File: config.mk
export PLATFORM = sky130hd
export DESIGN_NAME = seq_multiplier_flat
export DESIGN_NICKNAME = d
export VERILOG_FILES = /design/src/rtl/seq_multiplier_if.sv /design/src/rtl/seq_multiplier.sv /design/src/flat_wrapper.sv
export SDC_FILE = /design/constraint.sdc
export NUM_CORES = 1
export LEC_CHECK = 0
export ABC_AREA = 1
export CAP_MARGIN = 30
export CORE_ASPECT_RATIO = 0.8
export CORE_MARGIN = 5
export CORE_UTILIZATION = 45
export DETAILED_ROUTE_END_ITERATION = 16
export HOLD_SLACK_MARGIN = 0.1
export PLACE_DENSITY = 0.79
export SYNTH_ARGS = -nofsm -noshare
export SYNTH_HDL_FRONTEND = slang
export SYNTH_SLANG_ARGS = --single-unit
File: constraint.sdc
create_clock -name clk -period 2.4 [get_ports clk]
set_input_delay 0.72 -clock clk [delete_from_list [all_inputs] [get_ports clk]]
set_output_delay 0.72 -clock clk [all_outputs]
set_load 0.05 [all_outputs]
File: src/rtl/seq_multiplier_if.sv
// Handshake and operand/result bundle for seq_multiplier.
// The master drives the request; the slave (the multiplier) returns status and the product.
interface seq_multiplier_if #(parameter int WIDTH = 4);
   logic                 start;
   logic                 signed_mode;
   logic [WIDTH-1:0]     m;
   logic [WIDTH-1:0]     q;
   logic                 busy;
   logic                 done;
   logic [2*WIDTH-1:0]   product;

   modport master (
      output start, signed_mode, m, q,
      input  busy, done, product
   );

   modport slave (
      input  start, signed_mode, m, q,
      output busy, done, product
   );
endinterface

File: src/rtl/seq_multiplier.sv
// Shift-and-add multiplier, one partial product per clock, with optional two's complement mode.
// Signed operands are multiplied as magnitudes and the sign is re-applied in FIX.
module seq_multiplier #(
   parameter int WIDTH = 4
) (
   input  logic           clk,
   input  logic           rst,
   seq_multiplier_if.slave bus
);

   localparam int CW = $clog2(WIDTH) + 1;

   typedef enum logic [1:0] {IDLE, CALC, FIX, DONE} state_t;

   state_t               state;
   logic [WIDTH-1:0]     mcand;
   logic [WIDTH-1:0]     mplier;
   logic [2*WIDTH-1:0]   acc;
   logic [CW-1:0]        cnt;
   logic                 neg;

   logic [WIDTH-1:0]     m_abs;
   logic [WIDTH-1:0]     q_abs;
   logic [WIDTH:0]       sum;

   // The most-negative operand negates to itself, which reads correctly as an unsigned magnitude.
   always_comb begin
      m_abs = bus.m;
      q_abs = bus.q;
      if (bus.signed_mode && bus.m[WIDTH-1]) m_abs = -bus.m;
      if (bus.signed_mode && bus.q[WIDTH-1]) q_abs = -bus.q;
      sum = {1'b0, acc[2*WIDTH-1:WIDTH]} + {1'b0, mcand & {WIDTH{mplier[0]}}};
   end

   always_ff @(posedge clk or posedge rst) begin
      if (rst) begin
         state       <= IDLE;
         mcand       <= '0;
         mplier      <= '0;
         acc         <= '0;
         cnt         <= '0;
         neg         <= 1'b0;
         bus.busy    <= 1'b0;
         bus.done    <= 1'b0;
         bus.product <= '0;
      end else begin
         bus.done <= 1'b0;
         case (state)
            IDLE: begin
               if (bus.start) begin
                  mcand    <= m_abs;
                  mplier   <= q_abs;
                  neg      <= bus.signed_mode & (bus.m[WIDTH-1] ^ bus.q[WIDTH-1]);
                  acc      <= '0;
                  cnt      <= '0;
                  bus.busy <= 1'b1;
                  state    <= CALC;
               end
            end
            CALC: begin
               // Carry from the add becomes the new MSB as the whole accumulator shifts right.
               acc    <= {sum, acc[WIDTH-1:1]};
               mplier <= mplier >> 1;
               cnt    <= cnt + CW'(1);
               if (cnt == CW'(WIDTH - 1)) state <= FIX;
            end
            FIX: begin
               bus.product <= neg ? -acc : acc;
               bus.busy    <= 1'b0;
               bus.done    <= 1'b1;
               state       <= DONE;
            end
            DONE: begin
               state <= IDLE;
            end
            default: begin
               state <= IDLE;
            end
         endcase
      end
   end

endmodule

File: src/flat_wrapper.sv
// flat-port wrapper written by rule: the top's interface ports become plain ports
module seq_multiplier_flat 
#(
   parameter int WIDTH = 4
)
  (clk, rst, bus_start, bus_signed_mode, bus_m, bus_q, bus_busy, bus_done, bus_product);
  seq_multiplier_if #(.WIDTH(WIDTH)) bus_i ();
  input  logic clk;
  input  logic rst;
  input wire logic [$bits(bus_i.start)-1:0] bus_start;
  input wire logic [$bits(bus_i.signed_mode)-1:0] bus_signed_mode;
  input wire logic [$bits(bus_i.m)-1:0] bus_m;
  input wire logic [$bits(bus_i.q)-1:0] bus_q;
  output wire logic [$bits(bus_i.busy)-1:0] bus_busy;
  output wire logic [$bits(bus_i.done)-1:0] bus_done;
  output wire logic [$bits(bus_i.product)-1:0] bus_product;
  assign bus_i.start = bus_start;
  assign bus_i.signed_mode = bus_signed_mode;
  assign bus_i.m = bus_m;
  assign bus_i.q = bus_q;
  assign bus_busy = bus_i.busy;
  assign bus_done = bus_i.done;
  assign bus_product = bus_i.product;
  seq_multiplier #(.WIDTH(WIDTH)) u_core (.clk(clk), .rst(rst), .bus(bus_i));
endmodule
After elaboration in Yosys (flattened, before gate mapping) --
Cells that the tools add are included.
Word-level totals: register bits 32, logic and storage cells 47, input port bits 12, output and inout port bits 10
Operators by class: reduce and logical (&&, ||, !) cells 9, bitwise logic cells 3, muxes and demuxes 15, $add $sub $neg 5, equality and inequality tests 6
Operators with widths (count):
- 2-to-1 mux 8 bit | 2
- case mux 8 bit (2 select lines) | 1
- 2-to-1 mux 4 bit | 3
- negation 4 bit | 2
- negation 8 bit | 1
- case mux 2 bit (4 select lines) | 1
- case mux 4 bit (2 select lines) | 1
- AND reduction 2 bit | 4
- case mux 3 bit (2 select lines) | 1
- adder 4 x 4 -> 5 bit | 1
- AND 4 bit | 1
- == test 2 bit (second input constant) | 2
- 2-to-1 mux 2 bit | 2
- nonzero test 2 bit | 2
- adder 3 x 1 -> 3 bit (second input constant) | 1
- == test 3 x 2 -> 1 bit (second input constant) | 1
- 2-to-1 mux 3 bit | 1
- == test 2 x 1 -> 1 bit (second input constant) | 1
- logical AND 1 bit | 2
- logical NOT 2 bit | 1
- 2-to-1 mux 1 bit | 2
- != test 2 x 1 -> 1 bit (second input constant) | 1
- != test 2 bit (second input constant) | 1
- case mux 1 bit (2 select lines) | 1
- other kinds (2) | 2

Logic depth before layout (Yosys ltp) --
Gate-level depths: netlist of the first run.
depth after elaboration 4, depth in mapped cells 8, gate-level depth less buffers 8

Worst setup path before layout of the first run --
Ideal clock, no wire load.
kind register to register, start register u_core.mplier[0], end register u_core.acc[5], library setup time 0.128 ns, period minus slack after synthesis 1.396 ns, cell stages (with the launch flop) 8, slack 1.004 ns, buffers on the path 0, required time 2.272 ns, data arrival time 1.269 ns, cell sequence dfrtp_1 nand2_1 inv_1 ha_1 inv_1 fa_1 xor2_1 o22ai_1
On the way: cells in the longest elaborated chain, start to end 3
RTL lines:
- start: declaration | line seq_multiplier.sv:17 | logic [WIDTH-1:0] mplier;
- start signal: assignment | line seq_multiplier.sv:52 | mplier <= q_abs;
- start signal: assignment | line seq_multiplier.sv:63 | mplier <= mplier >> 1;
- AND 4 bit | line seq_multiplier.sv:32 | sum = {1'b0, acc[2*WIDTH-1:WIDTH]} + {1'b0, mcand & {WIDTH{mplier[0]}}};
- adder 4 x 4 -> 5 bit | line seq_multiplier.sv:32
- case mux 8 bit (2 select lines) | line seq_multiplier.sv:48 | case (state)
- end signal: assignment | line seq_multiplier.sv:62 | acc <= {sum, acc[WIDTH-1:1]};
- end: declaration | line seq_multiplier.sv:18 | logic [2*WIDTH-1:0] acc;
No other way between the ends. A chain may end at the register's enable or synchronous reset.

Worst setup path after layout of the first run --
start register u_core.bus.busy, end output port bus_busy
RTL lines:
- start: declaration | line seq_multiplier_if.sv:19 | output busy, done, product
- start signal: assignment | line seq_multiplier.sv:43 | bus.busy <= 1'b0;
- start signal: assignment | line seq_multiplier.sv:56 | bus.busy <= 1'b1;
- start signal: assignment | line seq_multiplier.sv:69 | bus.busy <= 1'b0;
- end: declaration | line flat_wrapper.sv:14 | output wire logic [$bits(bus_i.busy)-1:0] bus_busy;
No word-level cell between the ends.

==> results of run 1 <==
[cells by family after synthesis]
family	share of synthesized area (%)
buffers and inverters	8.87
AND/OR/NAND/NOR	19.0
adder cells (fa/ha/maj)	10.5
flip-flops	46.1
AO/OA/AOI/OAI	13.4
XOR/XNOR	2.02
[final cells by class]
class / instances / area share, %
Clock buffer: 6 / 3.47
Inverter: 35 / 6.28
Clock inverter: 2 / 1.67
Sequential cell: 32 / 38.3
Tap cell: 44 / 2.63
Multi-Input combinational cell: 140 / 37.3
Timing Repair Buffer: 22 / 10.4
[cells in the final DEF (no fill, tap or decap), types with 2 or more instances in the layout]
cell / netlist / routed
sky130_fd_sc_hd__nor2_1: 11 / 11
sky130_fd_sc_hd__dfrtp_1: 32 / 32
sky130_fd_sc_hd__o22ai_1: 8 / 8
sky130_fd_sc_hd__o21ai_0: 22 / 22
sky130_fd_sc_hd__inv_2: 2 / 2
sky130_fd_sc_hd__nand2_1: 51 / 51
sky130_fd_sc_hd__ha_1: 13 / 13
sky130_fd_sc_hd__inv_1: 33 / 33
sky130_fd_sc_hd__nand3_1: 15 / 15
sky130_fd_sc_hd__clkbuf_8: 0 / 5
sky130_fd_sc_hd__xor2_1: 3 / 3
sky130_fd_sc_hd__a31oi_1: 2 / 2
sky130_fd_sc_hd__clkdlybuf4s50_1: 0 / 21
sky130_fd_sc_hd__a21oi_1: 6 / 6
[worst max path at each step]
| stage | from | to | slack (ps) | cells past startpoint |
|---|---|---|---|---|
| finish | u_core.bus.busy$_DFFE_PP0P_ | bus_busy | 240 | 1 |
| global route | u_core.bus.product[6]$_DFFE_PP0P_ | bus_product[6] | 190 | 1 |
| CTS | u_core.bus.product[7]$_DFFE_PP0P_ | bus_product[7] | 220 | 1 |
| detailed placement | bus_start | u_core.cnt[1]$_DFFE_PP0P_ | 300 | 5 |
| global placement | bus_start | u_core.cnt[1]$_DFFE_PP0P_ | 350 | 5 |
| floorplan | rst | u_core.acc[0]$_DFFE_PP0P_ | 990 | 1 |
[metrics by stage]
stage,setup slack (ps),instances
4_1_cts,222,281
3_3_place_gp,353,273
6_report,235,281
2_1_floorplan,989,211
5_1_grt,189,281
3_5_place_dp,300,273
[power groups by stage]
stage,combinational [mW],clock (mW),sequential [mW]
detailed placement,1.34,0,0.914
CTS,1.34,0.518,0.907
global route,1.51,0.535,0.941
finish,1.32,0.508,0.906
floorplan,0.797,0,1.11
global placement,1.29,0,0.913
[routing by layer]
layer / GRT usage, % / up-vias
met5: 0 / -
met4: 5.79 / 0
met3: 3.84 / 6
met2: 25.4 / 26
met1: 17.0 / 640
li1: - / 729
[flip-flops by register name, summed over array words and instances (netlist names)]
register,flops
u_core.acc,8
u_core.bus.busy,1
u_core.bus.done,1
u_core.bus.product,8
u_core.cnt,3
u_core.mcand,4
u_core.mplier,4
u_core.neg,1
u_core.state,2
==> summary.md, run 1 <==
| Metric | Value |
|---|---|
| Wirelength, routed | approximately 3300 um |
| Worst Hold Launch | u_core.bus.product[4]$_DFFE_PP0P_ |
| Initial Util | 46.2% |
| RD Place Congestion | ~0.8 |
| Transition time at the pin with the least slew margin | ~570 ps |
| Peak ir drop on the vdd network | between 0.5 and 0.6 mV |
| Post-synthesis instance total | around 210 |
| Top routing layer in use | met4 |
| WP buf/inv | 1 |
| Number of fill cells | roughly 340 |
| Top cell family by delay on the critical path | buffers and inverters |
| Switching part of the total power | 43.9% |
| Sink of the worst hold path | u_core.bus.product[4]$_DFFE_PP0P_ |
| Number of warnings issued by yosys | 0 |
| Vias per cell | 4.99 |
| Utilization after layout | a little under three fifths |
| Register area share after synthesis | 46.1% |
| Number of DRC markers after the initial detailed-route iteration | 69 |
| Number of antenna repair diodes | 0 |
| Clock network latency to the later pin of the worst-skew pair | between 200 and 300 ps |
| Required time at the worst-slack endpoint | 1680 ps |
| CTS Root Cell | sky130_fd_sc_hd__clkbuf_8 |
| Share of the clock period used by the worst path | 90.2% |
| Antenna violation net count after detailed routing | 0 |
| Cts bufs inserted | 5 |
| Met3 Routed Length | ~170 um |
| Slowest Stage Delay on Critical Path | approximately 800 ps |
| Critical path peak fanout | 2 |
| Initial antenna violation count | 0 |
| Headroom to the max-slew limit | 62.1% |
| Depth of the worst register-to-register path | 6 |
| Die area | 0.00521 sq mm |
| Post-synthesis cell type count | 24 |
| Remaining routing DRC violations | 0 |
| Sequential cell area | 801 sq um |
| Highest clock rate | 462 MHz |
| Per-instance average area after synthesis | ~8.2 sq um |
| Cell row count | 20 |
| Number of levels the H-tree was split into | 2 |
| Via count of the first global-routing pass | 1403 |
| Top area cells in the synthesized netlist | sky130_fd_sc_hd__dfrtp_1 (46%), sky130_fd_sc_hd__nand2_1 (11%), sky130_fd_sc_hd__ha_1 (9.4%) |
| Placed instance area | about 0.0020 sq mm |
| Status | finished clean |
| Async SR Flop Fraction | 100% |
| Port Buf Inserts | 21 |
| CTS clock-pin slew for the worst setup and hold paths | roughly 70 ps |
| P_sw | around 1.2 mW |
| Core Footprint | roughly 0.0038 sq mm |
| Total number of nets in the final design | around 260 |
| Cells traversed along the worst timing path | clkdlybuf4s50_1 |
| Pin count of the biggest net entering global routing | 33 |
| Min Hold Slack | approximately 480 ps |
| Number of hold violations in the final report | 0 |
| Clock tree from TritonCTS | done |
| Maximum number of buffers from clock root to sink | 2 |
| Area growth, synth to finish | 20.6% |
| Pwr Density | 1310 mW/mm^2 |
| Post-synth top cells | sky130_fd_sc_hd__nand2_1 (51), sky130_fd_sc_hd__inv_1 (33), sky130_fd_sc_hd__dfrtp_1 (32), sky130_fd_sc_hd__o21ai_0 (22), sky130_fd_sc_hd__nand3_1 (15) |
| Detailed Routing Iterations Pass 1 | 4 |
| Critical path's slowest cell | sky130_fd_sc_hd__clkdlybuf4s50_1 |
| Worst min-delay path class | reg2reg |
| Post-cts sizing count | 0 |
| DPL Wire Length | roughly 2600 um |
| Fraction of layout instances using a drive strength above 1 | 5.49% |
| Slew Viols, Final | 0 |
| Wire length on met2 | roughly 1500 um |
| Final setup skew | about 3.8 ps |
| GRT overflow | 0 |
| Number of flops mapped to enable cells by yosys | 0 |
| Leakage dissipation | 1.07 nW |
| Reg-to-reg startpoint | u_core.state[1]$_DFFE_PP0P_ |
| # setup viols final | 0 |
| Type of element capturing the critical path | output port |
| Combinational fraction of design power | between 40% and 50% |
| Vertical die dimension | approximately 66 um |
| Sum Neg Setup Slack | 0 ps |
| Syn nets | 237 |
| Kind of critical path | reg2out |
| Final std cell area, no fill | approximately 0.0021 sq mm |
| Met1 wire length | approximately 1600 um |
| P_int | 1.54 mW |
| Min cycle time layout | about 2200 ps |
| Area fraction of the dominant cell type after synthesis | about 46% |
| Dominant cell by count in the synthesized netlist | sky130_fd_sc_hd__nand2_1 |
| Portion of total power attributed to sequential cells | roughly 33% |
| Primary flip-flop cell chosen by synthesis mapping | sky130_fd_sc_hd__dfrtp_1 |
| Post-route total power | roughly 2.7 mW |
| Setup repair after global routing missed its margin | false |
| Number of max-cap violations | 0 |
| Total track usage | between 10% and 20% |
| Data arrival time of the worst path | 1440 ps |
| Worst setup SP type | register |
| Number of stages on the worst hold path | 2 |
| Part of the power in the clock network | between 10% and 20% |
| Combined area of all synthesized cells | between 0.0015 and 0.002 sq mm |
| Buffers inserted by post-CTS timing repair | 0 |
| Number of top-level pins | 22 |
| Number of flip-flops and latches in the synthesized netlist | 32 |
| Worst reg2reg endpoint | u_core.cnt[1]$_DFFE_PP0P_ |
| Number of sinks driven by the clock tree | 32 |
| # hold bufs at CTS | 0 |
| Area of the multi-input gates | 781 sq um |
| Flop2flop setup slack | around 630 ps |
| Global-route wire length before repair | slightly below 6000 um |
| DR vias | ~1.4k |
| Die boundary width | a little under 80 um |
| Routed len/inst | approximately 12 um |
| Post-synthesis cell type with the largest combined area | sky130_fd_sc_hd__dfrtp_1 |
(Power assumes the default switching activity.)
==> run 2: changes to the inputs <==
clock period = 2.3 ns   (was 2.4 ns; I/O delays follow)
==> summary.md, run 2 (synthesized netlist as in run 1, its figures left out) <==
| Metric | Value |
|---|---|
| Cell row count | 20 (unchanged) |
| Top cell family by delay on the critical path | buffers and inverters (unchanged) |
| Data arrival time of the worst path | 1450 ps (was 1440 ps) |
| Min cycle time layout | 2140 ps |
| Slew Viols, Final | 0 (unchanged) |
| Number of hold violations in the final report | 0 (unchanged) |
| Largest registers | u_core.acc (8), u_core.bus.product (8) (unchanged) |
| Critical path's slowest cell | sky130_fd_sc_hd__clkdlybuf4s50_1 (unchanged) |
| Via count of the first global-routing pass | 1371 (was 1403) |
| Sequential cell area | 801 sq um (unchanged) |
| Initial Util | 46.2% (unchanged) |
| Vertical die dimension | 65.5 um (unchanged) |
| Clock network latency to the later pin of the worst-skew pair | 280 ps (about the same) |
| Detailed Routing Iterations Pass 1 | 4 (unchanged) |
| Sum Neg Setup Slack | 0 ps (unchanged) |
| Number of top-level pins | 22 (unchanged) |
| Dpl cells | 274 (was 273) |
| Utilization after layout | 56.0% (was 55.8%) |
| WP buf/inv | 1 (unchanged) |
| Area growth, synth to finish | 21.1% (was 20.6%) |
| Setup repair after global routing missed its margin | false (unchanged) |
| Initial antenna violation count | 0 (unchanged) |
| Status | finished clean (unchanged) |
| Cts bufs inserted | 5 (unchanged) |
| Headroom to the max-slew limit | 66.9% (was 62.1%) |
| CTS clock-pin slew for the worst setup and hold paths | 70 ps (about the same) |
| Pwr Density | 1370 mW/mm^2 (was 1310 mW/mm^2) |
| DR vias | 1402 (was 1401) |
| Transition time at the pin with the least slew margin | 495 ps (was 569 ps) |
| Antenna violation net count after detailed routing | 0 (unchanged) |
| Post-cts sizing count | 0 (unchanged) |
| Die area | 0.00521 sq mm (unchanged) |
| # hold bufs at CTS | 0 (unchanged) |
| Maximum number of buffers from clock root to sink | 2 (unchanged) |
| Buffers inserted by post-CTS timing repair | 0 (unchanged) |
| Number of DRC markers after the initial detailed-route iteration | 53 (was 69) |
| CTS Root Cell | sky130_fd_sc_hd__clkbuf_8 (unchanged) |
| Number of fill cells | 361 (was 342) |
| Area of the multi-input gates | 781 sq um (unchanged) |
| Port Buf Inserts | 21 (unchanged) |
| Kind of critical path | reg2out (unchanged) |
| Worst min-delay path class | reg2reg (unchanged) |
| RD Place Congestion | 0.792 (was 0.797) |
| Vias per cell | 4.97 (was 4.99) |
| Number of sinks driven by the clock tree | 32 (unchanged) |
| Number of levels the H-tree was split into | 2 (unchanged) |
| Fraction of layout instances using a drive strength above 1 | 5.88% (was 5.49%) |
| Placed instance area | 0.00199 sq mm (about the same) |
| Final instance count without filler cells | 282 (was 281) |
| Number of antenna repair diodes | 0 (unchanged) |
| Most frequent cells in the layout | sky130_fd_sc_hd__nand2_1 (51), sky130_fd_sc_hd__inv_1 (33), sky130_fd_sc_hd__dfrtp_1 (32), sky130_fd_sc_hd__o21ai_0 (22), sky130_fd_sc_hd__clkdlybuf4s50_1 (21) (unchanged) |
| Type of element capturing the critical path | output port (unchanged) |
| Remaining routing DRC violations | 0 (unchanged) |
| GRT overflow | 0 (unchanged) |
| Total number of nets in the final design | 263 (was 262) |
| Die boundary width | 79.4 um (unchanged) |
| Worst setup SP type | register (unchanged) |
| # setup viols final | 0 (unchanged) |
| Slowest Stage Delay on Critical Path | 810 ps (was 800 ps) |
| Leakage dissipation | 1.08 nW (was 1.07 nW) |
| Peak ir drop on the vdd network | 0.665 mV (was 0.532 mV) |
| Post-route total power | 2.88 mW (was 2.73 mW) |
| Number of max-cap violations | 0 (unchanged) |
| DPL Wire Length | 2650 um (was 2560 um) |
| Pin count of the biggest net entering global routing | 33 (unchanged) |
| Total track usage | 14.9% (was 14.6%) |
| Share of the clock period used by the worst path | 93.0% |
| Most common cell after layout, fill and taps aside | sky130_fd_sc_hd__nand2_1 (unchanged) |
| Wirelength, routed | 3420 um (was 3310 um) |
| Global-route wire length before repair | 6070 um (was 5950 um) |
| Required time at the worst-slack endpoint | 1610 ps (was 1680 ps) |
| Cells traversed along the worst timing path | clkdlybuf4s50_1 (unchanged) |
| Highest clock rate | 468 MHz |
| Critical path peak fanout | 2 (unchanged) |
| Clock tree from TritonCTS | done (unchanged) |
| Routed len/inst | 12.1 um (was 11.8 um) |
| Final setup skew | 6.33 ps (was 3.78 ps) |
| Core Footprint | 0.00375 sq mm (unchanged) |
| Final std cell area, no fill | 0.00210 sq mm (was 0.00209 sq mm) |
## run 2: worst paths after layout
kind	end	slack [ps]	depth (start not counted)	from
max	bus_busy	160	1	u_core.bus.busy$_DFFE_PP0P_
min reg2reg	u_core.bus.product[6]$_DFFE_PP0P_	480	2	u_core.bus.product[6]$_DFFE_PP0P_
max reg2reg	u_core.acc[7]$_DFFE_PP0P_	660	8	u_core.mplier[0]$_DFFE_PP0P_
min	u_core.bus.product[6]$_DFFE_PP0P_	480	2	u_core.bus.product[6]$_DFFE_PP0P_
max in group asynchronous	u_core.acc[3]$_DFFE_PP0P_	1210	3	rst
min in group asynchronous	u_core.bus.busy$_DFFE_PP0P_	790	3	rst
## run 2: where the power goes
| group | internal, mW | switching (mW) | total (mW) | leakage (nW) |
|---|---|---|---|---|
| sequential | 0.797 | 0.160 | 0.957 | 0.413 |
| combinational | 0.497 | 0.900 | 1.40 | 0.611 |
| clock | 0.321 | 0.203 | 0.524 | 0.0552 |
## run 2: layout make-up
| class | count | share of cell area (%) |
|---|---|---|
| Sequential cell | 32 | 38.1 |
| Multi-Input combinational cell | 140 | 37.2 |
| Timing Repair Buffer | 23 | 10.7 |
| Inverter | 35 | 6.25 |
| Clock buffer | 6 | 3.45 |
| Tap cell | 44 | 2.62 |
| Clock inverter | 2 | 1.67 |
## run 2: layer usage
metal	share of wire (%)	global-route usage, %	wire length (um)
met1	47	19.0	1600
met2	46	24.8	1590
met3	5.7	4.38	196
met4	1.1	3.86	38
met5	0	0	0
## run 2: per-stage QoR
step                      setup WS (ps)  hold WS, ps
after floorplan                     904          449
after global placement              408          461
after detailed placement            382          465
after CTS                           148          484
after global routing                117          514
final                               162          476
==> run 3: changes to the inputs <==
SETUP_SLACK_MARGIN = 0.5   (was default)
==> summary.md, run 3 (synthesized netlist as in run 1, its figures left out) <==
| Metric | Value |
|---|---|
| Status | finished clean (unchanged) |
| DR vias | 1403 (was 1402) |
| Number of antenna repair diodes | 0 (unchanged) |
| Number of top-level pins | 22 (unchanged) |
| RD Place Congestion | 0.792 (unchanged) |
| Pwr Density | 1350 mW/mm^2 (was 1370 mW/mm^2) |
| Final setup skew | 5.92 ps (was 6.33 ps) |
| Total track usage | 14.9% (unchanged) |
| Port Buf Inserts | 21 (unchanged) |
| Initial antenna violation count | 0 (unchanged) |
| Routed len/inst | 12.1 um (about the same) |
| Critical path's slowest cell | sky130_fd_sc_hd__clkdlybuf4s15_2 (was sky130_fd_sc_hd__clkdlybuf4s50_1) |
| Worst setup SP type | register (unchanged) |
| Switching part of the total power | 44.3% (was 43.9%) |
| GRT overflow | 0 (unchanged) |
| # setup viols final | 0 (unchanged) |
| Slowest Stage Delay on Critical Path | 380 ps (was 810 ps) |
| Critical path peak fanout | 2 (unchanged) |
| Peak ir drop on the vdd network | 0.664 mV (was 0.665 mV) |
| Die boundary width | 79.4 um (unchanged) |
| Number of DRC markers after the initial detailed-route iteration | 47 (was 53) |
| Most frequent cells in the layout | sky130_fd_sc_hd__nand2_1 (51), sky130_fd_sc_hd__inv_1 (33), sky130_fd_sc_hd__dfrtp_1 (32), sky130_fd_sc_hd__o21ai_0 (22), sky130_fd_sc_hd__nand3_1 (15) (was sky130_fd_sc_hd__nand2_1 (51), sky130_fd_sc_hd__inv_1 (33), sky130_fd_sc_hd__dfrtp_1 (32), sky130_fd_sc_hd__o21ai_0 (22), sky130_fd_sc_hd__clkdlybuf4s50_1 (21)) |
| # hold bufs at CTS | 0 (unchanged) |
| Sum Neg Setup Slack | 0 ps (unchanged) |
| Leakage dissipation | 1.08 nW (about the same) |
| Highest clock rate | 586 MHz (was 468 MHz) |
| Vertical die dimension | 65.5 um (unchanged) |
| Clock tree from TritonCTS | done (unchanged) |
| Kind of critical path | reg2out (unchanged) |
| Cells traversed along the worst timing path | clkdlybuf4s15_2 (was clkdlybuf4s50_1) |
| Global-route wire length before repair | 6070 um (unchanged) |
| Number of sinks driven by the clock tree | 32 (unchanged) |
| DPL Wire Length | 2650 um (unchanged) |
| Portion of total power attributed to sequential cells | 33.6% (was 33.2%) |
| Number of max-cap violations | 0 (unchanged) |
| CTS Root Cell | sky130_fd_sc_hd__clkbuf_8 (unchanged) |
| Type of element capturing the critical path | output port (unchanged) |
| Remaining routing DRC violations | 0 (unchanged) |
| Transition time at the pin with the least slew margin | 402 ps (was 495 ps) |
| Slew Viols, Final | 0 (unchanged) |
| Vias per cell | 4.98 (was 4.97) |
| Number of levels the H-tree was split into | 2 (unchanged) |
| WP buf/inv | 1 (unchanged) |
| Top cell family by delay on the critical path | buffers and inverters (unchanged) |
| Cell row count | 20 (unchanged) |
| Pin count of the biggest net entering global routing | 33 (unchanged) |
| Antenna violation net count after detailed routing | 0 (unchanged) |
| Initial Util | 46.2% (unchanged) |
| Share of the clock period used by the worst path | 74.2% (was 93.0%) |
| Worst min-delay path class | reg2reg (unchanged) |
| Maximum number of buffers from clock root to sink | 2 (unchanged) |
| Dpl cells | 274 (unchanged) |
| Wirelength, routed | 3410 um (was 3420 um) |
| Area growth, synth to finish | 21.4% (was 21.1%) |
| Combinational fraction of design power | 48.1% (was 48.5%) |
| Number of hold violations in the final report | 0 (unchanged) |
| Clock network latency to the later pin of the worst-skew pair | 280 ps (about the same) |
| Required time at the worst-slack endpoint | 1610 ps (about the same) |
| Headroom to the max-slew limit | 73.2% (was 66.9%) |
| Final instance count without filler cells | 282 (unchanged) |
| P_int | 1.59 mW (was 1.62 mW) |
| P_sw | 1.26 mW (about the same) |
| Part of the power in the clock network | 18.4% (was 18.2%) |
| Most common cell after layout, fill and taps aside | sky130_fd_sc_hd__nand2_1 (unchanged) |
| Setup repair after global routing missed its margin | false (unchanged) |
| CTS clock-pin slew for the worst setup and hold paths | 70 ps (about the same) |
| Die area | 0.00521 sq mm (unchanged) |
| Largest registers | u_core.acc (8), u_core.bus.product (8) (unchanged) |
| Fraction of layout instances using a drive strength above 1 | 10.1% (was 5.88%) |
| Cts bufs inserted | 5 (unchanged) |
| Detailed Routing Iterations Pass 1 | 4 (unchanged) |
| Min cycle time layout | 1710 ps (was 2140 ps) |
| Total number of nets in the final design | 263 (unchanged) |
| Via count of the first global-routing pass | 1371 (unchanged) |
| Data arrival time of the worst path | 1020 ps (was 1450 ps) |
| Core Footprint | 0.00375 sq mm (unchanged) |
[run 3: final timing paths]
kind,start,to,slack [ps],cells past startpoint
worst min-delay path,u_core.bus.product[6]$_DFFE_PP0P_,u_core.bus.product[6]$_DFFE_PP0P_,480,2
max in group asynchronous,rst,u_core.acc[3]$_DFFE_PP0P_,1210,3
worst max register to register,u_core.mplier[0]$_DFFE_PP0P_,u_core.acc[7]$_DFFE_PP0P_,670,8
worst max-delay path,u_core.bus.busy$_DFFE_PP0P_,bus_busy,590,1
min in group asynchronous,rst,u_core.mcand[1]$_DFFE_PP0P_,790,3
worst min register to register,u_core.bus.product[6]$_DFFE_PP0P_,u_core.bus.product[6]$_DFFE_PP0P_,480,2
[run 3: stage by stage]
stage / worst slack, ps / utilization [%] / area (sq um) / hold WS [ps] / total power [mW]
2_1_floorplan: 904 / - / 1740 / 449 / 1.99
3_3_place_gp: 408 / 53.1 / 1990 / 461 / 2.33
3_5_place_dp: 382 / 53.1 / 1990 / 465 / 2.37
4_1_cts: 507 / 56.3 / 2110 / 484 / 2.88
5_1_grt: 542 / 56.1 / 2110 / 514 / 3.10
6_report: 592 / 56.1 / 2110 / 476 / 2.85
[run 3: final cells by class]
class | instances | area (sq um)
Sequential cell | 32 | 801
Multi-Input combinational cell | 140 | 781
Timing Repair Buffer | 23 | 231
Fill cell | 353 | 1650
Tap cell | 44 | 55.1
Inverter | 35 | 131
Clock buffer | 6 | 72.6
Clock inverter | 2 | 35.0
[run 3: layer usage]
layer  up-vias  GRT usage [%]  wire (um)
met2        27           24.8       1580
li1        731              -          -
met4         0           3.86         38
met1       640           19.0       1610
met5         -              0          0
met3         5           4.38        184
[run 3: power groups by stage]
stage | Sequential (mW) | Combinational (mW) | Clock (mW)
CTS | 0.956 | 1.39 | 0.539
floorplan | 1.16 | 0.832 | 0
global placement | 0.958 | 1.38 | 0
finish | 0.958 | 1.37 | 0.524
global route | 0.989 | 1.55 | 0.563
detailed placement | 0.962 | 1.41 | 0
[run 3: what timing repair did]
item | 4_1_cts | 5_1_grt
pin swaps | 0 | 0
setup buffers | 0 | 0
setup endpoints to repair | 10 | 1
resized for setup | 29 | 1
gates cloned | 0 | 0
